**config.mk**
```make
export PLATFORM = sky130hd
export DESIGN_NAME = ifu
export DESIGN_NICKNAME = d
export VERILOG_FILES = /design/src/rtl/ifu_pkg.sv /design/src/rtl/ifu_if_id_reg.sv /design/src/rtl/ifu.sv
export SDC_FILE = /design/constraint.sdc
export NUM_CORES = 1
export LEC_CHECK = 0
export CORE_MARGIN = 8
export CORE_UTILIZATION = 31
export CTS_BUF_LIST = sky130_fd_sc_hd__clkbuf_2
export CTS_CLUSTER_DIAMETER = 200
export DETAILED_ROUTE_END_ITERATION = 12
export PLACE_DENSITY_LB_ADDON = 0.12
export REMOVE_ABC_BUFFERS = 1
export SLEW_MARGIN = 15
export SYNTH_ARGS = -nofsm -noshare
export SYNTH_HDL_FRONTEND = slang
export SYNTH_SLANG_ARGS = --single-unit
```
**constraint.sdc**
```tcl
create_clock -name clk -period 2.9 [get_ports clk]
set_clock_uncertainty 0.15 [all_clocks]
set_input_delay 0.58 -clock clk [delete_from_list [all_inputs] [get_ports clk]]
set_output_delay 0.58 -clock clk [all_outputs]
set_load 0.02 [all_outputs]
```
**src/rtl/ifu_pkg.sv**
```systemverilog
// Shared types and constants for the mipslite instruction fetch unit.
// Latency: n/a (declarations only).
// Backpressure: n/a.
package ifu_pkg;

  // Fetch FSM state encodings.
  typedef enum logic [1:0] {
    IFU_IDLE  = 2'd0,
    IFU_FETCH = 2'd1,
    IFU_DROP  = 2'd2,
    IFU_FULL  = 2'd3
  } ifu_state_e;

  localparam logic [31:0] RESET_PC_DEFAULT = 32'h0000_3000;

  // One fetched instruction together with its address.
  typedef struct packed {
    logic [31:0] instr;
    logic [31:0] pc;
  } fetch_t;

  // Branch/jump targets are forced onto a word boundary.
  function automatic logic [31:0] word_align(input logic [31:0] a);
    return a & 32'hFFFF_FFFC;
  endfunction

endpackage

```
**src/rtl/ifu_if_id_reg.sv**
```systemverilog
// IF/ID pipeline register plus one skid entry for words acked during a stall.
// Latency: 1 cycle from load (or skid drain) to id_valid.
// Backpressure: hold freezes the ID register; a load under hold parks in the skid.
module ifu_if_id_reg
  import ifu_pkg::*;
(
  input  logic        clk,
  input  logic        rst_n,
  input  logic        load,
  input  logic        flush,
  input  logic        hold,
  input  fetch_t      load_dat,
  output logic        id_valid,
  output logic [31:0] id_instr,
  output logic [31:0] id_pc,
  output logic [31:0] id_pc4,
  output logic [15:0] id_imm16,
  output logic        skid_valid
);

  fetch_t skid_dat;
  fetch_t src_dat;

  // A parked skid word is always older than anything arriving, so it drains first.
  always_comb begin
    src_dat = skid_valid ? skid_dat : load_dat;
  end

  // ID register and skid update; flush wins, then hold, then drain/load/bubble.
  always_ff @(posedge clk or negedge rst_n) begin
    if (!rst_n) begin
      id_valid   <= 1'b0;
      id_instr   <= '0;
      id_pc      <= '0;
      id_pc4     <= '0;
      id_imm16   <= '0;
      skid_valid <= 1'b0;
      skid_dat   <= '0;
    end else if (flush) begin
      id_valid   <= 1'b0;
      skid_valid <= 1'b0;
    end else if (hold) begin
      if (load) begin
        skid_valid <= 1'b1;
        skid_dat   <= load_dat;
      end
    end else if (skid_valid || load) begin
      id_valid   <= 1'b1;
      id_instr   <= src_dat.instr;
      id_pc      <= src_dat.pc;
      id_pc4     <= src_dat.pc + 32'd4;
      id_imm16   <= src_dat.instr[15:0];
      skid_valid <= 1'b0;
    end else begin
      id_valid <= 1'b0;
    end
  end

endmodule

```
**src/rtl/ifu.sv**
```systemverilog
// Instruction fetch: owns the PC, runs the imem req/ack handshake, feeds IF/ID.
// Latency: ack in cycle N gives id_valid in cycle N+1; 1 instr/cycle with zero-wait memory.
// Backpressure: stall freezes ID; one acked word parks in the skid and fetch pauses (FULL).
module ifu
  import ifu_pkg::*;
#(
  parameter logic [31:0] RESET_PC = RESET_PC_DEFAULT
) (
  input  logic        clk,
  input  logic        rst_n,
  output logic        imem_req,
  output logic [31:0] imem_addr,
  input  logic        imem_ack,
  input  logic [31:0] imem_rdata,
  input  logic        stall,
  input  logic        redirect_valid,
  input  logic [31:0] redirect_pc,
  output logic        id_valid,
  output logic [31:0] id_instr,
  output logic [31:0] id_pc,
  output logic [31:0] id_pc4,
  output logic [15:0] id_imm16
);

  ifu_state_e  state;
  logic [31:0] pc;
  // Redirect target held while the stale request drains; pc must stay on the
  // stale address so imem_addr remains stable until that request is acked.
  logic [31:0] tgt;
  logic [31:0] redir_addr;
  logic        load;
  logic        hold;
  logic        skid_valid;
  fetch_t      load_dat;

  assign imem_addr  = pc;
  assign redir_addr = word_align(redirect_pc);
  assign load       = (state == IFU_FETCH) && imem_ack && !redirect_valid;
  assign hold       = stall && id_valid;
  assign load_dat   = '{instr: imem_rdata, pc: pc};

  // Fetch FSM with registered request; redirect outranks ack and stall.
  always_ff @(posedge clk or negedge rst_n) begin
    if (!rst_n) begin
      state    <= IFU_IDLE;
      pc       <= RESET_PC;
      tgt      <= RESET_PC;
      imem_req <= 1'b0;
    end else begin
      case (state)
        IFU_IDLE: begin
          if (redirect_valid) pc <= redir_addr;
          state    <= IFU_FETCH;
          imem_req <= 1'b1;
        end
        IFU_FETCH: begin
          if (redirect_valid) begin
            if (imem_ack) begin
              pc <= redir_addr;
            end else begin
              tgt   <= redir_addr;
              state <= IFU_DROP;
            end
          end else if (imem_ack) begin
            pc <= pc + 32'd4;
            if (hold) begin
              state    <= IFU_FULL;
              imem_req <= 1'b0;
            end
          end
        end
        IFU_DROP: begin
          if (imem_ack) begin
            pc    <= redirect_valid ? redir_addr : tgt;
            state <= IFU_FETCH;
          end else if (redirect_valid) begin
            tgt <= redir_addr;
          end
        end
        IFU_FULL: begin
          if (redirect_valid) begin
            pc       <= redir_addr;
            state    <= IFU_FETCH;
            imem_req <= 1'b1;
          end else if (!stall) begin
            state    <= IFU_FETCH;
            imem_req <= 1'b1;
          end
        end
        default: begin
          state    <= IFU_IDLE;
          imem_req <= 1'b0;
        end
      endcase
    end
  end

  ifu_if_id_reg u_if_id (
    .clk        (clk),
    .rst_n      (rst_n),
    .load       (load),
    .flush      (redirect_valid),
    .hold       (hold),
    .load_dat   (load_dat),
    .id_valid   (id_valid),
    .id_instr   (id_instr),
    .id_pc      (id_pc),
    .id_pc4     (id_pc4),
    .id_imm16   (id_imm16),
    .skid_valid (skid_valid)
  );

endmodule

```
==> results by group, run 1 <==
Run status
  – Status: completed

Timing
  – Highest Clock Rate: 0.366 GHz
  – Relative slew slack: 59.6%
  – Final Critical Period: 2.73 ns
  – Final setup vio count: 0
  – Worst hold slack: 0.227 ns
  – Worst-margin pin slew: 0.600 ns
  – Final Max Slew Viols: 0
  – Final Hold Violating Endpoints: 0
  – RSZ-0062 raised after global routing: no
  – Crit share post-route: 94.2%

Die
  – Row count: 69
  – Initial Util: 31.3%
  – Die width: 205 µm
  – IO Pins: 215
  – Die ar.: 42100 µm²
  – Core area: 35400 µm²
  – Die Y: 205 µm

Critical path
  – Setup CP Type: register to output port
  – RR Startpoint: u_if_id.skid_valid
  – Worst path arrival time: 2.00 ns
  – Crit path capture type: output port
  – Worst R2R End: u_if_id.id_pc4[31]
  – CP required: 2.17 ns
  – Max FO, Critical Path: 8
  – R2R setup slack: 0.23 ns
  – Worst reg2reg path depth: 7
  – Crit start category: register

Min path
  – Hold Path Origin: redirect_pc[31]
  – Worst Hold Depth: 2
  – Hold Path End: tgt[31]
  – Hold Crit Class: input port to register

Power
  – Pwr dens: 1020 nW/µm²
  – Max IR drop VDD: 595 µV
  – Pleak: 6.31 nW

GRT
  – Congestion Overflow GR: 0
  – Largest net degree at the start of global routing: 66
  – First-pass GRT wire length: 52600 µm
  – Number of global-route vias before repair: 8892
  – Total Routing Usage GR: 15.9%
  – Initial antenna violation count: 1

Detailed routing
  – Routed Wire Length: 33500 µm
  – Drt wl/cell: 18.5 µm
  – Routed vias: 8918
  – DRC violations left: 0
  – DRT iter0 DRCs: 448
  – First-pass detailed-route iteration total: 7
  – Number of routed nets with antenna violations: 0
  – Vias per Instance: 4.93

CTS
  – Worst-skew pair later-pin latency: 0.85 ns
  – H-tree levels: 3
  – Clock Sinks: 227
  – CTS tree: built
  – Total CTS buffers: 69
  – Longest Clk Path Bufs: 3
  – Root Buffer: clkbuf_2
  – Worst-path clk slew: 0.09 ns

Synthesis
  – Post-Syn Instances: 1050
  – Share of flip-flops with an asynchronous set or reset: 100%
  – Post-synth EDFFs: 0
  – Yosys warnings: 0
  – Synth Flop Type: dfrtp_1
  – Cell Area, Synth: 11100 µm²
  – Syn Area/Cell: 10.6 µm²
  – Synthesized flop and latch total: 227
  – Post-synthesis sequential area ratio: 51.2%
  – Synth unique cells: 65

Place
  – Port buffer count: 212
  – GP Congestion: 0.766
  – HPWL Detailed: 24400 µm
  – Inst Count DP: 1696

Finish
  – Fin cells: 1808
  – Most frequent cells in the layout: dfrtp_1 (220), clkdlybuf4s50_1 (189), nand2_1 (156), o21ai_0 (111), clkbuf_2 (98)
  – Final Util: 41.2%
  – Area delta synth->final: 31.3%
  – Commonest non-fill, non-tap cell in the layout: dfrtp_1
  – Nets: 1383
  – Share of post-route cells with drive strength above 1: 21.0%

Flow run
  – Max-Cap Viols: 0
sequential cells by signal (all words and copies together), names as in the netlist:
register	cells
u_if_id.skid_dat	64
imem_addr	32
tgt	32
u_if_id.id_pc4	32
u_if_id.id_pc	30
u_if_id.id_instr	17
u_if_id.id_imm16	15
state	2
imem_req	1
u_if_id.id_valid	1
u_if_id.skid_valid	1
synth_stat cells (all sizes together) (5+ instances only):
cell type  instances  area [µm²]
nand4             19         119
nor2              36         135
o21ai            112         561
a22oi             17         146
nand3b             6        57.6
mux2i             58         581
nor4              10        77.6
or3                6        37.5
clkbuf            48         181
a22o               9        78.8
o21a               7        52.6
o211ai             8        60.1
o31ai              9        67.6
a211oi             5        42.5
xor2               5        43.8
nand3             21         125
a21oi             24         131
dfrtp            223        5580
mux2              96        1080
a31oi              7        43.8
nand2            156         586
buf               41         259
o31a               7        61.3
nand4b             7        61.3
inv               17        63.8
a221oi            13         114
ha                 5        62.6
and3               6        37.5
xnor2              9        78.8
nor3              11        60.1
critical path, stage by stage, from the launching register on:
cell             delay (ns)
dfrtp_1                0.35
buf_4                  0.15
clkdlybuf4s50_1        0.66
how the worst max path moves through the flow:
stage                     slack, ns  cells past startpoint                from            endpoint
after CTS                     0.002                      2       imem_addr[23]       imem_addr[23]
after global routing          0.005                      1        imem_addr[2]        imem_addr[2]
after detailed placement       0.15                      7      redirect_valid       imem_addr[12]
after floorplan               -2.54                      5  u_if_id.skid_valid  u_if_id.id_pc4[22]
final                          0.17                      2       imem_addr[15]       imem_addr[15]
after global placement         0.17                      7      redirect_valid       imem_addr[12]
cell type report:
type / instances / area (µm²)
repair buffers: 277 / 2760
clock buffers: 98 / 490
inverters: 17 / 63.8
diodes: 1 / 2.50
well taps: 461 / 577
clock inverters: 10 / 37.5
flip-flops and latches: 227 / 5690
fillers: 3592 / 20800
multi-input cells: 717 / 4950
cell families after synthesis:
| family | synth area share (%) |
|---|---|
| and+or+nand+nor | 12.6 |
| AOI/OAI and AO/OA | 15.0 |
| DFF | 51.2 |
| muxes | 15.0 |
| buffers and inverters | 4.54 |
| xor gates and xnor gates | 1.11 |
| adders and majority gates | 0.564 |
through the flow:
stage                     power (W)  cell area (µm²)  setup slack [ns]  setup TNS, ns
after detailed placement     0.0129            14000             0.152              0
after floorplan             0.00926            10700             -2.54        -282.09
after CTS                    0.0152            14600           0.00169              0
after global routing         0.0161            14600           0.00541              0
after global placement       0.0128            14000             0.166              0
final                        0.0149            14600             0.169              0
power breakdown:
part / switching, W / internal [W]
Sequential: 0.00106 / 0.00458
Clock: 0.00139 / 0.000880
Combinational: 0.00376 / 0.00324
Total: 0.00621 / 0.00870
timing repair:
item,in CTS,in global routing
setup endpoints to repair,21,3
buffers inserted,0,0
gates resized for setup,21,3
hold buffers,3,0
hold endpoints to repair,226,0
metal layers:
layer | GRT usage, % | vias to the layer above | wire (µm)
met5 | 0 | - | 0
met4 | 5.97 | 0 | 755
met3 | 4.46 | 56 | 2240
met2 | 24.2 | 225 | 14900
met1 | 21.3 | 4297 | 15700
li1 | - | 4340 | -
(Power assumes the default switching activity.)
==> run 2, diff against run 1 <==
--- a/config.mk
+++ b/config.mk
@@ -6,7 +6,7 @@
 export NUM_CORES = 1
 export LEC_CHECK = 0
 export CORE_MARGIN = 8
-export CORE_UTILIZATION = 31
+export CORE_UTILIZATION = 49
 export CTS_BUF_LIST = sky130_fd_sc_hd__clkbuf_2
 export CTS_CLUSTER_DIAMETER = 200
 export DETAILED_ROUTE_END_ITERATION = 12
==> run 2 against run 1 <==
Cell area down 2.6%. Combinational power down 0.9%. Cell count down 11%. Total power down 0.91%. First-iteration DRC count up 49%. Global-route usage up 5.4 points. Sequential share of layout area up 1.0 points. Flip-flop and latch count unchanged. Critical path depth down 1. Register-to-register slack worse by 0.03 ns. Routed wire length down 13%. Hold slack worse by 0.061 ns. Largest cell class unchanged. Largest power group unchanged. Highest routed layer unchanged.
==> results by group, run 2 (synthesis results as in run 1) <==
GRT
  – First-pass GRT wire length: 48700 µm (-7.3%)
  – Number of global-route vias before repair: 8995 (+1.2%)
  – Largest net degree at the start of global routing: 78 (+18%)
  – Total Routing Usage GR: 21.3% (+5.4 points)
  – Congestion Overflow GR: 0 (unchanged)
  – Initial antenna violation count: 1 (unchanged)

Detailed routing
  – Drt wl/cell: 18.2 µm (-2.1%)
  – DRC violations left: 0 (unchanged)
  – DRT iter0 DRCs: 666 (+49%)
  – Number of routed nets with antenna violations: 0 (unchanged)
  – Wl on met1: 13800 µm (-12%)
  – Routed Wire Length: 29300 µm (-13%)
  – DR top layer: met4
  – Met2 WL post-DR: 13400 µm (-9.7%)
  – Routed vias: 8944 (+0.29%)
  – First-pass detailed-route iteration total: 5 (-2)
  – Vias per Instance: 5.54 (+12%)
  – DR WL met3: 1690 µm (-24%)

Critical path
  – Max FO, Critical Path: 6 (-2)
  – Bufs and invs on worst path: 1 (-1)
  – R2R setup slack: 0.20 ns (-0.03 ns)
  – Crit path capture type: output port
  – Crit start category: register
  – CP required: 2.17 ns (about the same)
  – Crit-path max cell delay: 0.65 ns (about the same)
  – Worst-path cell chain: clkdlybuf4s50_1
  – Largest delay share family, worst path: buffers and inverters
  – Setup CP Type: register to output port
  – Worst path arrival time: 2.06 ns (+0.06 ns)
  – Crit path max-delay cell type: clkdlybuf4s50_1

Die
  – Core area: 22400 µm² (-37%)
  – Die ar.: 27700 µm² (-34%)
  – Row count: 55 (-20%)
  – Initial Util: 49.5% (+18 points)
  – IO Pins: 215 (unchanged)
  – Die width: 166 µm (-19%)
  – Die Y: 166 µm (-19%)

Finish
  – Commonest non-fill, non-tap cell in the layout: dfrtp_1
  – Largest register FFs: 64 (unchanged)
  – Final Util: 63.3% (+22 points)
  – Nets: 1358 (-1.8%)
  – Share of post-route cells with drive strength above 1: 20.2% (-0.84 points)
  – Most frequent cells in the layout: dfrtp_1 (218), clkdlybuf4s50_1 (207), nand2_1 (156), o21ai_0 (111), mux2_2 (96)
  – Layout fillers: 1926 (-46%)
  – Area delta synth->final: 28.0%
  – Top reg by flops: u_if_id.skid_dat

Place
  – Port buffer count: 212 (unchanged)
  – Post-placement setup slack: -0.111 ns (-0.264 ns)
  – HPWL Detailed: 21000 µm (-14%)
  – GP Congestion: 0.818 (+6.9%)

Timing
  – Crit share post-route: 96.3% (+2.1 points)
  – RSZ-0062 raised after global routing: no
  – Post-route setup slack: 0.107 ns (-0.0622 ns)
  – Final setup vio count: 0 (unchanged)
  – Relative slew slack: 51.4% (-8.2 points)
  – Final Max Slew Viols: 0 (unchanged)
  – Worst-margin pin slew: 0.728 ns (+0.129 ns)
  – Final Critical Period: 2.79 ns (+0.0622 ns)
  – Highest Clock Rate: 0.358 GHz (-2.2%)
  – Final Hold Violating Endpoints: 0 (unchanged)

CTS
  – Setup Fix Bufs, Post-CTS: 0 (unchanged)
  – Worst-skew pair later-pin latency: 0.83 ns (-0.02 ns)
  – CTS tree: built
  – Worst-path clk slew: 0.09 ns (about the same)
  – Total CTS buffers: 58 (-16%)
  – H-tree levels: 2 (-1)
  – Clock Sinks: 227 (unchanged)
  – Longest Clk Path Bufs: 3 (unchanged)
  – Root Buffer: clkbuf_2

Run status
  – Status: completed

Power
  – Pwr Total: 0.0148 W (-0.91%)
  – Pleak: 6.13 nW (-2.9%)
  – Pwr dens: 1040 nW/µm² (+1.7%)
  – Max IR drop VDD: 588 µV (-1.2%)

Min path
  – Hold Crit Class: input port to async pin

Flow run
  – Max-Cap Viols: 0 (unchanged)
==> run 2: changes by cell type in the layout (fill, tap and decap cells not counted), sizes merged <==
cell / previous run / this run
dlymetal6s2s: 3 / 0
bufinv: 0 / 1
clkdlybuf4s50: 189 / 207
clkbuf: 98 / 91
buf: 63 / 51
dlygate4sd2: 19 / 4
dlygate4sd3: 3 / 1
inv: 17 / 19
==> run 2: power breakdown <==
group	internal, W	switching (W)
clock network	0.000911	0.00127
logic	0.00327	0.00368
registers	0.00458	0.00106
==> run 2: path summary, 6_finish.rpt <==
| kind | endpoint | startpoint | depth (start not counted) |
|---|---|---|---|
| max reg2reg | u_if_id.id_pc4[28] | u_if_id.skid_valid | 7 |
| min reg2reg | u_if_id.id_instr[28] | u_if_id.id_instr[28] | 2 |
| max | imem_addr[13] | imem_addr[13] | 1 |
| max in group asynchronous | tgt[13] | rst_n | 3 |
| min | u_if_id.id_pc4[3] | rst_n | 2 |
| min in group clk | tgt[15] | redirect_pc[15] | 2 |
==> run 2: timing repair <==
item,CTS,global route
hold buffers,1,0
resized for setup,5,3
hold endpoints to repair,173,0
setup endpoints to repair,5,3
==> run 2: layout make-up <==
cell class | count | area, µm² | share of cell area, %
Multi-Input combinational cell | 717 | 4940 | 34.8
Timing Repair Buffer | 263 | 2610 | 18.4
Inverter | 17 | 63.8 | 0.449
Sequential cell | 227 | 5690 | 40.1
Clock buffer | 91 | 455 | 3.21
Clock inverter | 13 | 75.1 | 0.529
Antenna cell | 1 | 2.50 | 0.0176
Tap cell | 285 | 357 | 2.51
==> run 2: per-stage QoR <==
stage	instances	hold WS (ns)	instance area, µm²	setup TNS, ns
after floorplan	961	0.134	10700	-282.09
after global placement	1508	0.309	13700	0
after detailed placement	1508	0.318	13700	-1.40
after CTS	1613	0.0822	14200	0
after global routing	1614	0.129	14200	0
final	1614	0.167	14200	0
==> run 2: routing by layer <==
| layer | GRT usage [%] | vias up |
|---|---|---|
| met3 | 4.85 | 37 |
| li1 | - | 4301 |
| met1 | 29.3 | 4324 |
| met2 | 33.2 | 282 |
| met5 | 0 | - |
| met4 | 6.15 | 0 |
==> run 3, diff against run 2 <==
--- a/config.mk
+++ b/config.mk
@@ -6,9 +6,9 @@
 export NUM_CORES = 1
 export LEC_CHECK = 0
 export CORE_MARGIN = 8
-export CORE_UTILIZATION = 49
-export CTS_BUF_LIST = sky130_fd_sc_hd__clkbuf_2
+export CORE_UTILIZATION = 47
 export CTS_CLUSTER_DIAMETER = 200
+export CTS_CLUSTER_SIZE = 20
 export DETAILED_ROUTE_END_ITERATION = 12
 export PLACE_DENSITY_LB_ADDON = 0.12
 export REMOVE_ABC_BUFFERS = 1
==> run 3 against run 2 <==
Flip-flop and latch count is the same. Die area rose by 3.8%. Count of clock-buffer cells in the layout is 72 lower. Via count fell by 3.6%. Clock power fell by 8%. Register-to-register slack about the same. Maximum frequency rose by 3.8%. Hold slack improved by 0.16 ns. Global-route usage is 1.2 points lower. Sequential power about the same. Critical path depth up 6. Cell area is 0.12% lower. Largest cell class unchanged.
==> results by group, run 3 (synthesis results as in run 1) <==
Critical path
  – Worst path arrival time: 2.90 ns (+0.84 ns)
  – Crit-path max cell delay: 0.59 ns (-0.06 ns)
  – Worst-path cell chain: mux2_2 > ha_1 > nand4b_1 > a21oi_4 > nand3_2 > or3_1 > a221o_1
  – Crit start category: register
  – Setup CP Type: register to register
  – Crit path max-delay cell type: dfrtp_4
  – Largest delay share family, worst path: simple AND/OR/NAND/NOR gates
  – Crit path capture type: register
  – Max FO, Critical Path: 16 (+10)
  – Bufs and invs on worst path: 0 (-1)
  – CP required: 3.11 ns (+0.94 ns)

Finish
  – Register area: 5690 µm² (about the same)
  – Area of the multi-input gates: 4950 µm² (about the same)
  – Commonest non-fill, non-tap cell in the layout: dfrtp_1
  – Top reg by flops: u_if_id.skid_dat
  – Fin cells: 1568 (-2.9%)
  – Diodes inserted: 0 (-1)
  – Most frequent cells in the layout: dfrtp_1 (222), clkdlybuf4s50_1 (211), nand2_1 (156), o21ai_0 (111), mux2_2 (96)
  – Nets: 1320 (-2.8%)
  – Area delta synth->final: 27.8%
  – Layout fillers: 2002 (+3.9%)
  – Share of post-route cells with drive strength above 1: 15.3% (-4.9 points)
  – Largest register FFs: 64 (unchanged)

Die
  – Initial Util: 47.6% (-1.9 points)
  – Die ar.: 28800 µm² (+3.8%)
  – Die width: 170 µm (+1.9%)
  – Core area: 23300 µm² (+4.0%)
  – Row count: 56 (+1.8%)
  – Die Y: 170 µm (+1.9%)
  – IO Pins: 215 (unchanged)

Detailed routing
  – Number of routed nets with antenna violations: 0 (unchanged)
  – DRC violations left: 0 (unchanged)
  – Routed vias: 8625 (-3.6%)
  – First-pass detailed-route iteration total: 5 (unchanged)
  – Vias per Instance: 5.50 (-0.74%)
  – Routed Wire Length: 28900 µm (-1.5%)
  – DRT iter0 DRCs: 633 (-5.0%)
  – Drt wl/cell: 18.4 µm (+1.3%)

CTS
  – Worst-skew pair later-pin latency: 0.47 ns (-0.36 ns)
  – CTS tree: built
  – Setup Fix Bufs, Post-CTS: 0 (unchanged)
  – Clock Sinks: 227 (unchanged)
  – H-tree levels: 1 (-1)
  – Worst-path clk slew: 0.08 ns (about the same)
  – Total CTS buffers: 15 (-74%)
  – Longest Clk Path Bufs: 3 (unchanged)
  – Post-CTS sizing: 0 (-5)
  – Root Buffer: clkbuf_16
  – Cts hold-fix bufs: 1 (unchanged)

Timing
  – Worst-margin pin slew: 0.985 ns (+0.256 ns)
  – Crit share post-route: 92.8% (-3.5 points)
  – Final setup vio count: 0 (unchanged)
  – Final Max Slew Viols: 0 (unchanged)
  – Final Critical Period: 2.69 ns (-0.101 ns)
  – RSZ-0062 raised after global routing: no
  – Relative slew slack: 34.0% (-17 points)
  – Worst hold slack: 0.329 ns (+0.162 ns)
  – Final Hold Violating Endpoints: 0 (unchanged)
  – Highest Clock Rate: 0.371 GHz (+3.8%)

Place
  – GP Congestion: 0.820 (+0.15%)
  – Port buffer count: 212 (unchanged)
  – Inst Count DP: 1547 (+2.6%)
  – HPWL Detailed: 21100 µm (+0.57%)

GRT
  – Number of global-route vias before repair: 8546 (-5.0%)
  – First-pass GRT wire length: 47300 µm (-2.9%)
  – Total Routing Usage GR: 20.0% (-1.2 points)
  – Initial antenna violation count: 0 (-1)
  – Largest net degree at the start of global routing: 72 (-7.7%)
  – Congestion Overflow GR: 0 (unchanged)

Power
  – Pwr Total: 0.0146 W (-1.3%)
  – Pleak: 5.94 nW (-3.1%)
  – Max IR drop VDD: 981 µV (+67%)
  – Pwr dens: 1030 nW/µm² (-1.1%)

Flow run
  – Max-Cap Viols: 0 (unchanged)

Run status
  – Status: completed

Min path
  – Hold Crit Class: register to register
run 3: cell types whose count changed in the layout (fill, tap and decap cells not counted), moves of 2 or more:
| cell | delta |
|---|---|
| clkbuf_1 | +4 |
| dfrtp_2 | -4 |
| buf_4 | +3 |
| clkinv_1 | -10 |
| clkbuf_2 | -91 |
| dlygate4sd2_1 | -4 |
| buf_12 | +2 |
| clkbuf_16 | +15 |
| dfrtp_1 | +4 |
| inv_2 | -2 |
| clkdlybuf4s50_1 | +4 |
run 3: final cells by class:
type	count	share of cell area [%]
sequential	227	40.1
multi-input combinational	717	34.9
timing repair buffer	268	18.9
tap	319	2.81
clock buffer	19	2.75
inverter	17	0.450
clock inverter	1	0.115
run 3: worst min-delay path, stage by stage (launching register included):
cell,delay [ns]
dfrtp_1,0.35
nand2_1,0.05
nand2_1,0.05
run 3: per-layer routing:
metal	global-route usage, %	vias to the layer above	wire length, µm
li1	-	4170	-
met1	28.5	4204	13800
met2	31.5	217	12800
met3	3.40	34	1680
met4	4.54	0	546
met5	0	-	0
run 3: stage by stage:
| step | area, µm² | worst slack (ns) | TNS, ns | utilization [%] |
|---|---|---|---|---|
| 4_1_cts | 14200 | 0.214 | 0 | 60.8 |
| 3_5_place_dp | 13800 | -0.0202 | -0.0202 | 59.0 |
| 3_3_place_gp | 13800 | 0.00190 | 0 | 59.0 |
| 6_report | 14200 | 0.208 | 0 | 60.8 |
| 2_1_floorplan | 10700 | -2.54 | -282.09 | - |
| 5_1_grt | 14200 | 0.0508 | 0 | 60.8 |
run 3: where the power goes:
part	leakage, nW	internal [W]	switching [W]
Combinational	2.84	0.00331	0.00364
Sequential	2.90	0.00458	0.00106
Clock	0.196	0.000958	0.00105
run 3: worst paths after layout:
| path | cells after the start | endpoint | slack, ns | start |
|---|---|---|---|---|
| worst max register to register | 7 | u_if_id.id_pc4[28] | 0.21 | u_if_id.skid_valid |
| min in group asynchronous | 2 | u_if_id.id_instr[17] | 0.51 | rst_n |
| max in group asynchronous | 3 | tgt[30] | 1.32 | rst_n |
| worst min-delay path | 2 | u_if_id.id_pc[31] | 0.33 | u_if_id.id_pc[31] |
| worst max-delay path | 7 | u_if_id.id_pc4[28] | 0.21 | u_if_id.skid_valid |
| worst min register to register | 2 | u_if_id.id_pc[31] | 0.33 | u_if_id.id_pc[31] |
